===== src/rtl/id_redirect_if.sv =====
// id_redirect_if: fetch-redirect bundle between the decode resolver and its environment
interface id_redirect_if #(parameter int CNT_W = 16);
  logic [31:0] Instruction_if, NextPC_if, rs_data, rt_data;
  logic ex_RegWrite, ex_MemRead, mem_MemRead;
  logic [4:0] ex_WriteReg, mem_WriteReg;
  logic [31:0] Instruction_id, NextPC_id, BranchAddr, JumpAddr, JrAddr;
  logic [4:0] rs_addr, rt_addr;
  logic Z, J, JR, PC_IFWrite, ID_bubble;
  logic [CNT_W-1:0] stall_count;
  modport master (
    input Instruction_if, NextPC_if, rs_data, rt_data, ex_RegWrite, ex_MemRead, mem_MemRead,
          ex_WriteReg, mem_WriteReg,
    output Instruction_id, NextPC_id, BranchAddr, JumpAddr, JrAddr, rs_addr, rt_addr,
           Z, J, JR, PC_IFWrite, ID_bubble, stall_count
  );
  modport slave (
    output Instruction_if, NextPC_if, rs_data, rt_data, ex_RegWrite, ex_MemRead, mem_MemRead,
           ex_WriteReg, mem_WriteReg,
    input Instruction_id, NextPC_id, BranchAddr, JumpAddr, JrAddr, rs_addr, rt_addr,
          Z, J, JR, PC_IFWrite, ID_bubble, stall_count
  );
endinterface


===== src/rtl/id_redirect.sv =====
// id_redirect: decode-stage branch/jump resolver with hazard stall and IF/ID flush
module id_redirect #(
  parameter logic [31:0] NOP = 32'h0000_0000,
  parameter int CNT_W = 16
) (
  input logic clk,
  input logic reset_n,
  id_redirect_if.master bus
);
  logic [31:0] ins, npc;
  logic [CNT_W-1:0] cnt;
  logic [5:0] op, funct;
  logic [4:0] rs, rt;
  logic beq, bne, jmp, jr, ctl, use_rt, ex_hit, mem_hit, stall, eq, z, redirect;
  assign op = ins[31:26];
  assign funct = ins[5:0];
  assign rs = ins[25:21];
  assign rt = ins[20:16];
  assign beq = op == 6'b000100;
  assign bne = op == 6'b000101;
  assign jmp = op == 6'b000010 || op == 6'b000011;
  assign jr = op == 6'b000000 && funct == 6'b001000;
  assign ctl = beq | bne | jr;
  assign use_rt = !jr;
  // register 0 is never a hazard source
  assign ex_hit = bus.ex_WriteReg != 5'd0 && (bus.ex_WriteReg == rs || (use_rt && bus.ex_WriteReg == rt));
  assign mem_hit = bus.mem_WriteReg != 5'd0 && (bus.mem_WriteReg == rs || (use_rt && bus.mem_WriteReg == rt));
  assign stall = (bus.ex_MemRead & ex_hit) | (ctl & bus.ex_RegWrite & ex_hit) | (ctl & bus.mem_MemRead & mem_hit);
  assign eq = bus.rs_data == bus.rt_data;
  // opcodes are mutually exclusive, so {JR,J,Z} stays one-hot or zero
  assign z = !stall & ((beq & eq) | (bne & !eq));
  assign redirect = z | bus.J | bus.JR;
  assign bus.Z = z;
  assign bus.J = !stall & jmp;
  assign bus.JR = !stall & jr;
  assign bus.PC_IFWrite = !stall;
  assign bus.ID_bubble = stall;
  assign bus.Instruction_id = ins;
  assign bus.NextPC_id = npc;
  assign bus.rs_addr = rs;
  assign bus.rt_addr = rt;
  assign bus.BranchAddr = npc + {{14{ins[15]}}, ins[15:0], 2'b00};
  assign bus.JumpAddr = {npc[31:28], ins[25:0], 2'b00};
  assign bus.JrAddr = bus.rs_data;
  assign bus.stall_count = cnt;
  // IF/ID register: hold on stall, flush the wrong-path fetch on redirect, else advance
  always_ff @(posedge clk or negedge reset_n)
    if (!reset_n) begin
      ins <= NOP;
      npc <= '0;
    end else if (!stall) begin
      ins <= redirect ? NOP : bus.Instruction_if;
      npc <= bus.NextPC_if;
    end
  // saturating stall-cycle counter
  always_ff @(posedge clk or negedge reset_n)
    if (!reset_n) cnt <= '0;
    else if (stall && cnt != '1) cnt <= cnt + 1'b1;
endmodule


===== src/flat_wrapper.sv =====
// flat-port wrapper written by rule: the top's interface ports become plain ports
module id_redirect_flat 
#(
  parameter logic [31:0] NOP = 32'h0000_0000,
  parameter int CNT_W = 16
)
  (clk, reset_n, bus_Instruction_if, bus_NextPC_if, bus_rs_data, bus_rt_data, bus_ex_RegWrite, bus_ex_MemRead, bus_mem_MemRead, bus_ex_WriteReg, bus_mem_WriteReg, bus_Instruction_id, bus_NextPC_id, bus_BranchAddr, bus_JumpAddr, bus_JrAddr, bus_rs_addr, bus_rt_addr, bus_Z, bus_J, bus_JR, bus_PC_IFWrite, bus_ID_bubble, bus_stall_count);
  id_redirect_if #(.CNT_W(CNT_W)) bus_i ();
  input logic clk;
  input logic reset_n;
  input wire logic [$bits(bus_i.Instruction_if)-1:0] bus_Instruction_if;
  input wire logic [$bits(bus_i.NextPC_if)-1:0] bus_NextPC_if;
  input wire logic [$bits(bus_i.rs_data)-1:0] bus_rs_data;
  input wire logic [$bits(bus_i.rt_data)-1:0] bus_rt_data;
  input wire logic [$bits(bus_i.ex_RegWrite)-1:0] bus_ex_RegWrite;
  input wire logic [$bits(bus_i.ex_MemRead)-1:0] bus_ex_MemRead;
  input wire logic [$bits(bus_i.mem_MemRead)-1:0] bus_mem_MemRead;
  input wire logic [$bits(bus_i.ex_WriteReg)-1:0] bus_ex_WriteReg;
  input wire logic [$bits(bus_i.mem_WriteReg)-1:0] bus_mem_WriteReg;
  output wire logic [$bits(bus_i.Instruction_id)-1:0] bus_Instruction_id;
  output wire logic [$bits(bus_i.NextPC_id)-1:0] bus_NextPC_id;
  output wire logic [$bits(bus_i.BranchAddr)-1:0] bus_BranchAddr;
  output wire logic [$bits(bus_i.JumpAddr)-1:0] bus_JumpAddr;
  output wire logic [$bits(bus_i.JrAddr)-1:0] bus_JrAddr;
  output wire logic [$bits(bus_i.rs_addr)-1:0] bus_rs_addr;
  output wire logic [$bits(bus_i.rt_addr)-1:0] bus_rt_addr;
  output wire logic [$bits(bus_i.Z)-1:0] bus_Z;
  output wire logic [$bits(bus_i.J)-1:0] bus_J;
  output wire logic [$bits(bus_i.JR)-1:0] bus_JR;
  output wire logic [$bits(bus_i.PC_IFWrite)-1:0] bus_PC_IFWrite;
  output wire logic [$bits(bus_i.ID_bubble)-1:0] bus_ID_bubble;
  output wire logic [$bits(bus_i.stall_count)-1:0] bus_stall_count;
  assign bus_i.Instruction_if = bus_Instruction_if;
  assign bus_i.NextPC_if = bus_NextPC_if;
  assign bus_i.rs_data = bus_rs_data;
  assign bus_i.rt_data = bus_rt_data;
  assign bus_i.ex_RegWrite = bus_ex_RegWrite;
  assign bus_i.ex_MemRead = bus_ex_MemRead;
  assign bus_i.mem_MemRead = bus_mem_MemRead;
  assign bus_i.ex_WriteReg = bus_ex_WriteReg;
  assign bus_i.mem_WriteReg = bus_mem_WriteReg;
  assign bus_Instruction_id = bus_i.Instruction_id;
  assign bus_NextPC_id = bus_i.NextPC_id;
  assign bus_BranchAddr = bus_i.BranchAddr;
  assign bus_JumpAddr = bus_i.JumpAddr;
  assign bus_JrAddr = bus_i.JrAddr;
  assign bus_rs_addr = bus_i.rs_addr;
  assign bus_rt_addr = bus_i.rt_addr;
  assign bus_Z = bus_i.Z;
  assign bus_J = bus_i.J;
  assign bus_JR = bus_i.JR;
  assign bus_PC_IFWrite = bus_i.PC_IFWrite;
  assign bus_ID_bubble = bus_i.ID_bubble;
  assign bus_stall_count = bus_i.stall_count;
  id_redirect #(.NOP(NOP), .CNT_W(CNT_W)) u_core (.clk(clk), .reset_n(reset_n), .bus(bus_i));
endmodule

===== config.mk =====
export PLATFORM = sky130hd
export DESIGN_NAME = id_redirect_flat
export DESIGN_NICKNAME = d
export VERILOG_FILES = /design/src/rtl/id_redirect_if.sv /design/src/rtl/id_redirect.sv /design/src/flat_wrapper.sv
export SDC_FILE = /design/constraint.sdc
export NUM_CORES = 1
export LEC_CHECK = 0
export ABC_AREA = 1
export CAP_MARGIN = 5
export CORE_UTILIZATION = 40
export DETAILED_ROUTE_END_ITERATION = 8
export PLACE_DENSITY_LB_ADDON = 0.15
export SLEW_MARGIN = 20
export SYNTH_ARGS = -nofsm -noshare
export SYNTH_HDL_FRONTEND = slang
export SYNTH_SLANG_ARGS = --single-unit

===== constraint.sdc =====
create_clock -name clk -period 3.95 [get_ports clk]
set_input_delay 1.185 -clock clk [delete_from_list [all_inputs] [get_ports clk]]
set_output_delay 1.185 -clock clk [all_outputs]
set_load 0.05 [all_outputs]

==> run metrics, run 1 <==
Vias/cell=roughly 4.7; slew margin rel.=~51%; ys async rst share=100.0%; layout cell share with drive strength beyond 1=12.70%; CP Cell Sequence=clkdlybuf4s50_1 -> inv_1 -> nand2_1 -> nand4_1 -> nor2_1 -> nand2_1 -> nor2_2 -> nand2_1 -> nand2_1 -> nand2_2 -> nand2_4 -> inv_2 -> buf_12; Max Fclk=261.9 MHz; cell repeated most along the worst path=nand2_1; CTS Buf Count=9; largest net degree at the start of global routing=74; chip width=133.1 microns; #FFs+latches synth=80; final period demand of the worst path=around 3.8 ns; Final period util=a little over nine tenths; Hold Slack=around 0.51 ns; Comb power frac=59.7%; TritonCTS clock tree=done; fillcell total=between 1500 and 2000; Vias=7102; post-synth cell types=33; Detail Placement HPWL=about 18000 microns; DRC Markers=0; RSZ-0062 raised after global routing=true; CP Data Arrival Time=2.63 ns; Avg WL per Cell=15.08 microns; total chip power=5006 uW; area grow syn2layout=56.31%; Max Clock Skew=0.007886 ns; Reg clk slew, reported paths=0.06 ns; Critical path origin=bus_rt_data[13]; grt ovf=0; overall routing resource usage=25.65%; Synth top area share=a little under 30%; Routed WL=between 20000 and 25000 microns; register area share after synthesis=a little under 30%; min-delay src=u_core.bus.NextPC_id[0]; power share of the clock group=19.1%; sequential share of power=21.2%; VDD IR-drop max=323.9 uV; nature of the critical path startpoint=primary input; cts hold-fix bufs=0; Slowest Stage Delay on Critical Path=0.52 ns; Clock Tree Root=clkbuf_16; final hold vios=0; Power Density=466.0 nW/um^2; largest fanout on the critical path=2; Die Ht=133.1 microns; Final setup viols=0; CP Buf/Inv Count=4; footprint of the multi-input gates=3916 sq um; Worst Max-Slew Pin Slew=approximately 0.73 ns; Initial DRC Count=365; FF-to-FF setup slack=1.01 ns; internal power=2651 uW; die area=17710 sq um; synth top area cells=dfrtp_1 (29%), nand2_1 (18%), buf_4 (9.2%); Sw Ratio=47.04%; crit path kind=primary input to output pin; first-pass GRT wire length=35630 microns; WP data required=2.76 ns; Psw=approximately 2400 uW; Critical R2R Launch=u_core.bus.Instruction_id[31]; area of the core=16700 sq um; YS warnings=0; CTS sink cnt=80; FP Rows=between 40 and 50; CTS Buffer Depth=2; CP max-delay cell=clkdlybuf4s50_1; Register Area=2003 sq um; nets=1460; outcome=finished clean; leak pwr=0.005226 uW; Final Max Slew Viols=0; H-tree Lvls=3; max cap viols=0; vias in the first global route=6727; EDFF count, synth=0; ant diodes=0; ys flop type=dfrtp_1; port bufs=331; Initial Util=41.15%; CP endpoint kind=output pin; Min-Delay Path Class=flop to flop; average cell area after synthesis=~7 sq um; post-route ant nets=0; drt first pass iters=5; synthesized area=slightly below 7000 sq um; initial antenna violation count=0; GPL Wtd Cong=0.9044; kind of cell adding the most delay to the critical path=buffers and inverters; cells after synthesis=1010; clk_lat worst skew=roughly 0.35 ns; Ports=~330; largest area contributor in the netlist=dfrtp_1
## worst paths after layout
| kind | endpoint | cells after the start |
|---|---|---|
| worst max-delay path | bus_Z | 13 |
| worst min-delay path | u_core.bus.NextPC_id[0] | 2 |
| worst max register to register | u_core.bus.stall_count[5] | 14 |
| worst min register to register | u_core.bus.NextPC_id[0] | 2 |
| max in group asynchronous | u_core.bus.Instruction_id[15] | 2 |
| min in group asynchronous | u_core.bus.NextPC_id[0] | 1 |
## flip-flops by register name, summed over array words and instances (netlist names)
register	cells
u_core.bus.Instruction_id	32
u_core.bus.NextPC_id	32
u_core.bus.stall_count	16
## what timing repair did
item,in CTS,in global routing
pin swaps,2,19
resized for setup,11,54
setup buffers,0,5
hold endpoints to repair,0,0
endpoints found under the setup margin,10,21
cloned,0,0
## power by group through the flow
stage	registers (uW)	clock network [uW]	logic [uW]
floorplan	1410	0	1450
global placement	1080	0	2930
detailed placement	1080	0	2950
CTS	1070	985	2950
global route	1080	1020	3150
finish	1060	957	2990
## layout by cell type, fill, tap and decap left out, drive strengths merged, types with 36 or more instances in the layout
master           n
inv            111
nand3           66
dfrtp           80
xor2            36
buf             93
xnor2           42
a21oi           38
nand2          340
clkdlybuf4s50  244
nor2            90
## cell usage after synthesis, types with 5 or more instances
master / count
o21ai_0: 30
dfrtp_1: 80
nor2_1: 90
nand2_1: 335
inv_1: 104
nand3_1: 63
a21oi_1: 38
nand4_1: 12
xnor2_1: 42
buf_2: 9
buf_6: 5
nor3_1: 14
buf_4: 84
ha_1: 30
xor2_1: 36
nor4_1: 6
## worst min-delay path, delay by kind of cell (launching register included)
| kind | cells | cell delay, ns |
|---|---|---|
| flops | 1 | 0.37 |
| simple gates | 2 | 0.11 |
## per-stage QoR
stage	util [%]	instances	TNS [ns]	instance area (sq um)	setup WS [ns]
after floorplan	-	1011	-0.06182	6935	-0.05542
after global placement	61.03	1490	0	10190	0.003733
after detailed placement	61.03	1490	-0.08454	10190	-0.06011
after CTS	63.10	1506	0	10540	0.002987
after global routing	64.32	1511	-0.005447	10740	-0.005447
final	64.32	1511	0	10740	0.1311
## routing by layer
metal  track usage, %  wire length, microns
met1            33.58                 10130
met4            5.683                   334
met5                0                     0
met3            6.054                  1514
met2            42.73                 10810
## kinds of logic (layout without fill, tap and decap cells)
| group | count (synthesis) | in the layout | synth area share [%] |
|---|---|---|---|
| adder cells (fa/ha/maj) | 31 | 31 | 5.753 |
| AND/OR/NAND/NOR | 531 | 531 | 31.95 |
| XOR/XNOR | 78 | 78 | 9.940 |
| flip-flops | 80 | 80 | 29.13 |
| other | 1 | 2 | 0.05456 |
| buffers and inverters | 206 | 486 | 16.58 |
| AO/OA/AOI/OAI | 83 | 83 | 6.590 |
## layout make-up
cell class	instances	share of cell area [%]
multi-input combinational	725	36.45
clock inverter	6	0.9085
clock buffer	10	2.225
inverter	108	3.820
tap	220	2.562
timing repair buffer	362	35.38
sequential	80	18.65
No activity file was read; power rests on OpenSTA's default activity.
==> run 2: changes to the inputs <==
--- a/config.mk
+++ b/config.mk
@@ -6,10 +6,11 @@
 export NUM_CORES = 1
 export LEC_CHECK = 0
 export ABC_AREA = 1
-export CAP_MARGIN = 5
+export CAP_MARGIN = 30
 export CORE_UTILIZATION = 40
 export DETAILED_ROUTE_END_ITERATION = 8
-export PLACE_DENSITY_LB_ADDON = 0.15
+export MAX_ROUTING_LAYER = met4
+export PLACE_DENSITY = 0.76
 export SLEW_MARGIN = 20
 export SYNTH_ARGS = -nofsm -noshare
 export SYNTH_HDL_FRONTEND = slang
==> run 2 against run 1 <==
Effect of this change: worst hold slack improved by 0.0024 ns; register-to-register slack improved by 0.08 ns; worst setup slack got worse by 0.067 ns; combinational power fell by 2%; sequential power barely moved; clock power fell by 11%; non-clock buffer count rose by 2; via count rose by 1.2%; wire length rose by 2.0%.
==> run metrics, run 2 (synthesis gave the netlist of run 1 again) <==
outcome=finished clean; layout cell share with drive strength beyond 1=12.07% (-0.63 points); FF-to-FF End=u_core.bus.stall_count[5]; grt ovf=0 (unchanged); vias in the first global route=6787 (+0.89%); CTS sink cnt=80 (unchanged); DRC Markers=0 (unchanged); TritonCTS clock tree=done; die area=17710 sq um (unchanged); most common cell after layout, fill and taps aside=nand2_1; CTS Buf Count=9 (unchanged); Max Fclk=257.4 MHz (-1.7%); overall routing resource usage=26.69% (+1.0 points); initial antenna violation count=0 (unchanged); nature of the critical path startpoint=primary input; area of the core=16700 sq um (unchanged); port bufs=331 (unchanged); post-route ant nets=0 (unchanged); CTS Buffer Depth=2 (unchanged); Final period util=98.37% (+1.7 points); CP endpoint kind=output pin; Top Usage Layer GRT=met2; Final setup viols=0 (unchanged); ant diodes=0 (unchanged); H-tree Lvls=3 (unchanged); Worst Max-Slew Pin Slew=0.6279 ns (-0.1015 ns); M1 GR Usage=34.22% (+0.64 points); RSZ-0062 raised after global routing=true; pre-CTS WS=-0.02922 ns (+0.03089 ns); slew margin rel.=58.14% (+6.8 points); Initial Util=41.15% (unchanged); VDD IR-drop max=335.6 uV (+3.6%); FF-to-FF setup slack=1.09 ns (+0.08 ns); Cell Count, Final, Fillers Out=1512 (+0.066%); first-pass GRT wire length=35910 microns (+0.77%); final period demand of the worst path=3.886 ns (+0.06686 ns); Vias/cell=4.753 (+1.1%); Ports=334 (unchanged); Critical R2R Launch=u_core.bus.Instruction_id[28]; Reg clk slew, reported paths=0.06 ns (about the same); CP Data Arrival Time=2.70 ns (+0.07 ns); chip width=133.1 microns (unchanged); Min-Delay Endpoint=u_core.bus.NextPC_id[10]; drt first pass iters=7 (+2); most frequent cells in the layout=nand2_1 (332), clkdlybuf4s50_1 (245), inv_1 (103); area grow syn2layout=54.47%; min-delay src=u_core.bus.NextPC_id[10]; GPL Wtd Cong=0.9582 (+5.9%); largest net degree at the start of global routing=61 (-18%); WP data required=2.76 ns (about the same); Power Density=457.4 nW/um^2 (-1.8%); largest fanout on the critical path=2 (unchanged); reg2reg path depth=15 (+1); cts hold-fix bufs=0 (unchanged); Min-Delay Path Class=flop to flop; Final Max Slew Viols=0 (unchanged); Detail Placement HPWL=18640 microns (+2.1%); Clock Tree Root=clkbuf_16; max cap viols=0 (unchanged); worst setup margin=0.06429 ns (-0.06686 ns); FP Rows=47 (unchanged); crit path kind=primary input to output pin; Vias=7187 (+1.2%); grt met3 use=5.556% (-0.50 points); GR Util met2=43.37% (+0.64 points); Initial DRC Count=411 (+13%); Placed Cells=1494 (+0.27%); Routed WL=23250 microns (+2.0%); leak pwr=0.005183 uW (-0.83%); final hold vios=0 (unchanged); Worst Hold Depth=2 (unchanged); Max Clock Skew=0.004521 ns (-0.003365 ns); clk_lat worst skew=0.34 ns (about the same); Die Ht=133.1 microns (unchanged); nets=1462 (+0.14%); Avg WL per Cell=15.38 microns (+2.0%)
run 2: per-stage QoR:
step                utilization [%]  total power (uW)  hold WS (ns)  instance area (sq um)   TNS (ns)
finish                        63.57              4856        0.5115                  10620          0
detailed placement            60.95              3992        0.5000                  10180   -0.05695
global placement              60.95              3975        0.4969                  10180   -0.02136
CTS                           62.79              4860        0.5224                  10490  -0.007192
global route                  63.57              5085        0.5440                  10620   -0.06424
floorplan                         -              2861        0.7661                   6935   -0.06182
run 2: worst max-delay path: stages:
cell	delay, ns
clkdlybuf4s50_1	0.52
xnor2_1	0.14
nand2_1	0.07
nor2_1	0.10
nand2_1	0.07
nor2_2	0.14
nand3_1	0.11
nand2_2	0.10
nand2_4	0.05
inv_2	0.05
buf_6	0.15
run 2: where the power goes:
group	internal [uW]	total [uW]	switching (uW)
Clock	503	851	348
Sequential	922	1070	144
Combinational	1100	2940	1840
Total	2530	4860	2330
run 2: area by class of cell:
class / count / area [sq um]
Sequential cell: 80 / 2002
Timing Repair Buffer: 364 / 3761
Multi-Input combinational cell: 725 / 3875
Fill cell: 1482 / 6085
Inverter: 108 / 407.9
Clock buffer: 10 / 239.0
Clock inverter: 5 / 56.30
Tap cell: 220 / 275.3
run 2: how the worst max path moves through the flow:
stage / end / cells after the start / from
floorplan: bus_J / 12 / bus_mem_WriteReg[3]
detailed placement: bus_J / 9 / bus_mem_WriteReg[2]
finish: bus_Z / 11 / bus_rs_data[14]
global route: bus_BranchAddr[24] / 10 / u_core.bus.Instruction_id[15]
CTS: bus_Z / 12 / bus_ex_WriteReg[2]
global placement: bus_J / 12 / bus_mem_WriteReg[2]
run 2: layer usage:
metal / vias up / wire length, microns / part of all wire (%)
li1: 3634 / - / -
met1: 3290 / 10410 / 45
met2: 236 / 11080 / 48
met3: 27 / 1450 / 6.2
met4: 0 / 306 / 1.3
met5: - / 0 / 0
run 2: repair_timing:
| item | 4_1_cts | 5_1_grt |
|---|---|---|
| gates resized for setup | 10 | 38 |
| buffers inserted | 1 | 1 |
| pin swaps | 1 | 15 |
| setup endpoints to repair | 8 | 19 |
==> run 3: changes to the inputs <==
--- a/config.mk
+++ b/config.mk
@@ -7,10 +7,10 @@
 export LEC_CHECK = 0
 export ABC_AREA = 1
 export CAP_MARGIN = 30
-export CORE_UTILIZATION = 40
+export CORE_UTILIZATION = 29
 export DETAILED_ROUTE_END_ITERATION = 8
 export MAX_ROUTING_LAYER = met4
-export PLACE_DENSITY = 0.76
+export PLACE_DENSITY = 0.58
 export SLEW_MARGIN = 20
 export SYNTH_ARGS = -nofsm -noshare
 export SYNTH_HDL_FRONTEND = slang
==> run 3 against run 2 <==
Effect of this change: worst setup slack better by 0.022 ns; register-to-register slack worse by 0.06 ns; global-route usage down 6.2 points; count of clock-buffer cells in the layout unchanged; critical endpoint unchanged; fmax up 0.56%; clock skew up 0.0067 ns; first-iteration DRC count down 34%; sequential power about the same; design area up 3.2%.
==> run metrics, run 3 (synthesis gave the netlist of run 1 again) <==
pre-CTS WS=-0.05733 ns (-0.02811 ns); Placed Cells=1592 (+6.6%); final hold vios=0 (unchanged); area grow syn2layout=59.35%; Reg clk slew, reported paths=0.07 ns (about the same); worst setup margin=0.08584 ns (+0.02155 ns); Fin Setup TNS=0 ns (unchanged); CP endpoint kind=output pin; VDD IR-drop max=283.5 uV (-16%); Final period util=97.83% (-0.55 points); Power Density=447.5 nW/um^2 (-2.2%); area of the core=22920 sq um (+37%); grt ovf=0 (unchanged); Clock Tree Root=clkbuf_16; design area=10950 sq um (+3.2%); clk_lat worst skew=0.35 ns (about the same); outcome=finished clean; Vias/cell=4.409 (-7.3%); most frequent cells in the layout=nand2_1 (331), clkdlybuf4s50_1 (235), inv_1 (103); nets=1469 (+0.48%); max cap viols=0 (unchanged); Ports=334 (unchanged); CP Data Arrival Time=2.68 ns (-0.02 ns); drt first pass iters=4 (-3); RSZ-0062 raised after global routing=true; die area=24320 sq um (+37%); TritonCTS clock tree=done; Final setup viols=0 (unchanged); vias in the first global route=6836 (+0.72%); GPL Wtd Cong=0.8983 (-6.3%); port bufs=331 (unchanged); met3 wire length=1318 microns (-9.1%); largest net degree at the start of global routing=72 (+18%); slew margin rel.=50.30% (-7.8 points); crit path kind=primary input to output pin; Routed WL=24230 microns (+4.2%); final period demand of the worst path=3.864 ns (-0.02155 ns); leak pwr=0.005348 uW (+3.2%); overall routing resource usage=20.47% (-6.2 points); DP Area=10390 sq um (+2.0%); first-pass GRT wire length=37480 microns (+4.4%); most common cell after layout, fill and taps aside=nand2_1; FP Rows=55 (+17%); CTS sink cnt=80 (unchanged); Cell Count, Final, Fillers Out=1615 (+6.8%); Die Ht=155.9 microns (+17%); chip width=155.9 microns (+17%); Vias=7120 (-0.93%); Avg WL per Cell=15.00 microns (-2.4%); H-tree Lvls=3 (unchanged); CTS Buf Count=9 (unchanged); cts hold-fix bufs=0 (unchanged); Max Fclk=258.8 MHz (+0.56%); Hold Slack=0.5138 ns (+0.002305 ns); DRC Markers=0 (unchanged); M1 WL=11050 microns (+6.1%); nature of the critical path startpoint=primary input; Initial Util=29.99% (-11 points); met2 WL=11720 microns (+5.7%); Min-Delay Path Class=flop to flop; Detail Placement HPWL=19330 microns (+3.7%); CTS Buffer Depth=2 (unchanged); largest fanout on the critical path=2 (unchanged); Max Clock Skew=0.01120 ns (+0.006678 ns); layout cell share with drive strength beyond 1=13.31% (+1.2 points); Final Max Slew Viols=0 (unchanged); post-route ant nets=0 (unchanged); Worst Max-Slew Pin Slew=0.7455 ns (+0.1176 ns); initial antenna violation count=2 (+2); Initial DRC Count=271 (-34%); Top Layer Used=met4; WP data required=2.76 ns (about the same)
[run 3: changes by cell type in the layout (fill, tap and decap cells not counted), moves of 4 or more]
cell             previous run  this run
dlymetal6s2s_1             17        29
ha_2                        2         6
buf_12                     25        29
ha_1                       28        22
clkdlybuf4s50_1           245       235
[run 3: area by class of cell]
cell class	count	area, sq um
inverter	108	410.4
sequential	80	2006
clock buffer	10	239.0
multi-input combinational	725	3926
tap	313	391.6
antenna	2	5.005
timing repair buffer	371	3926
clock inverter	6	47.55
fill	2327	11960
[run 3: where the power goes]
part	switching, uW	total, uW	internal (uW)
sequential	143	1070	922
clock	388	841	453
combinational	1840	3000	1150
[run 3: metrics by stage]
step	util, %	total power, uW
4_1_cts	46.62	4915
6_report	47.79	4901
3_3_place_gp	45.32	4042
3_5_place_dp	45.32	4048
5_1_grt	47.79	5160
2_1_floorplan	-	2861
[run 3: what timing repair did]
action | 4_1_cts | 5_1_grt
resized for setup | 10 | 63
setup buffers | 0 | 3
cloned | 0 | 0
setup endpoints to repair | 10 | 22
endpoints found under the hold margin | 0 | 0
pin swaps | 1 | 15
[run 3: path summary, 6_finish.rpt]
check | slack (ns) | end | cells past startpoint | from
setup reg to reg | 1.03 | u_core.bus.stall_count[11] | 14 | u_core.bus.Instruction_id[30]
hold reg to reg | 0.51 | u_core.bus.NextPC_id[0] | 2 | u_core.bus.NextPC_id[0]
max in group asynchronous | 2.44 | u_core.bus.Instruction_id[15] | 3 | reset_n
min in group asynchronous | 0.76 | u_core.bus.NextPC_id[29] | 1 | reset_n
setup / recovery | 0.09 | bus_Z | 12 | bus_rt_data[31]
hold / removal | 0.51 | u_core.bus.NextPC_id[0] | 2 | u_core.bus.NextPC_id[0]
[run 3: per-layer routing]
metal,global-route usage [%],vias to the layer above
met2,33.69,192
met5,-,-
met1,26.25,3246
li1,-,3669
met4,3.548,0
met3,3.972,13
[run 3: worst max-delay path, stage by stage]
cell	delay [ns]
clkdlybuf4s50_1	0.46
xnor2_2	0.21
nand2_1	0.07
nor2_1	0.10
nand2_1	0.07
nor2_2	0.13
nand2_1	0.07
nand2_1	0.07
nand2_2	0.06
nand2_4	0.07
inv_2	0.04
buf_12	0.14
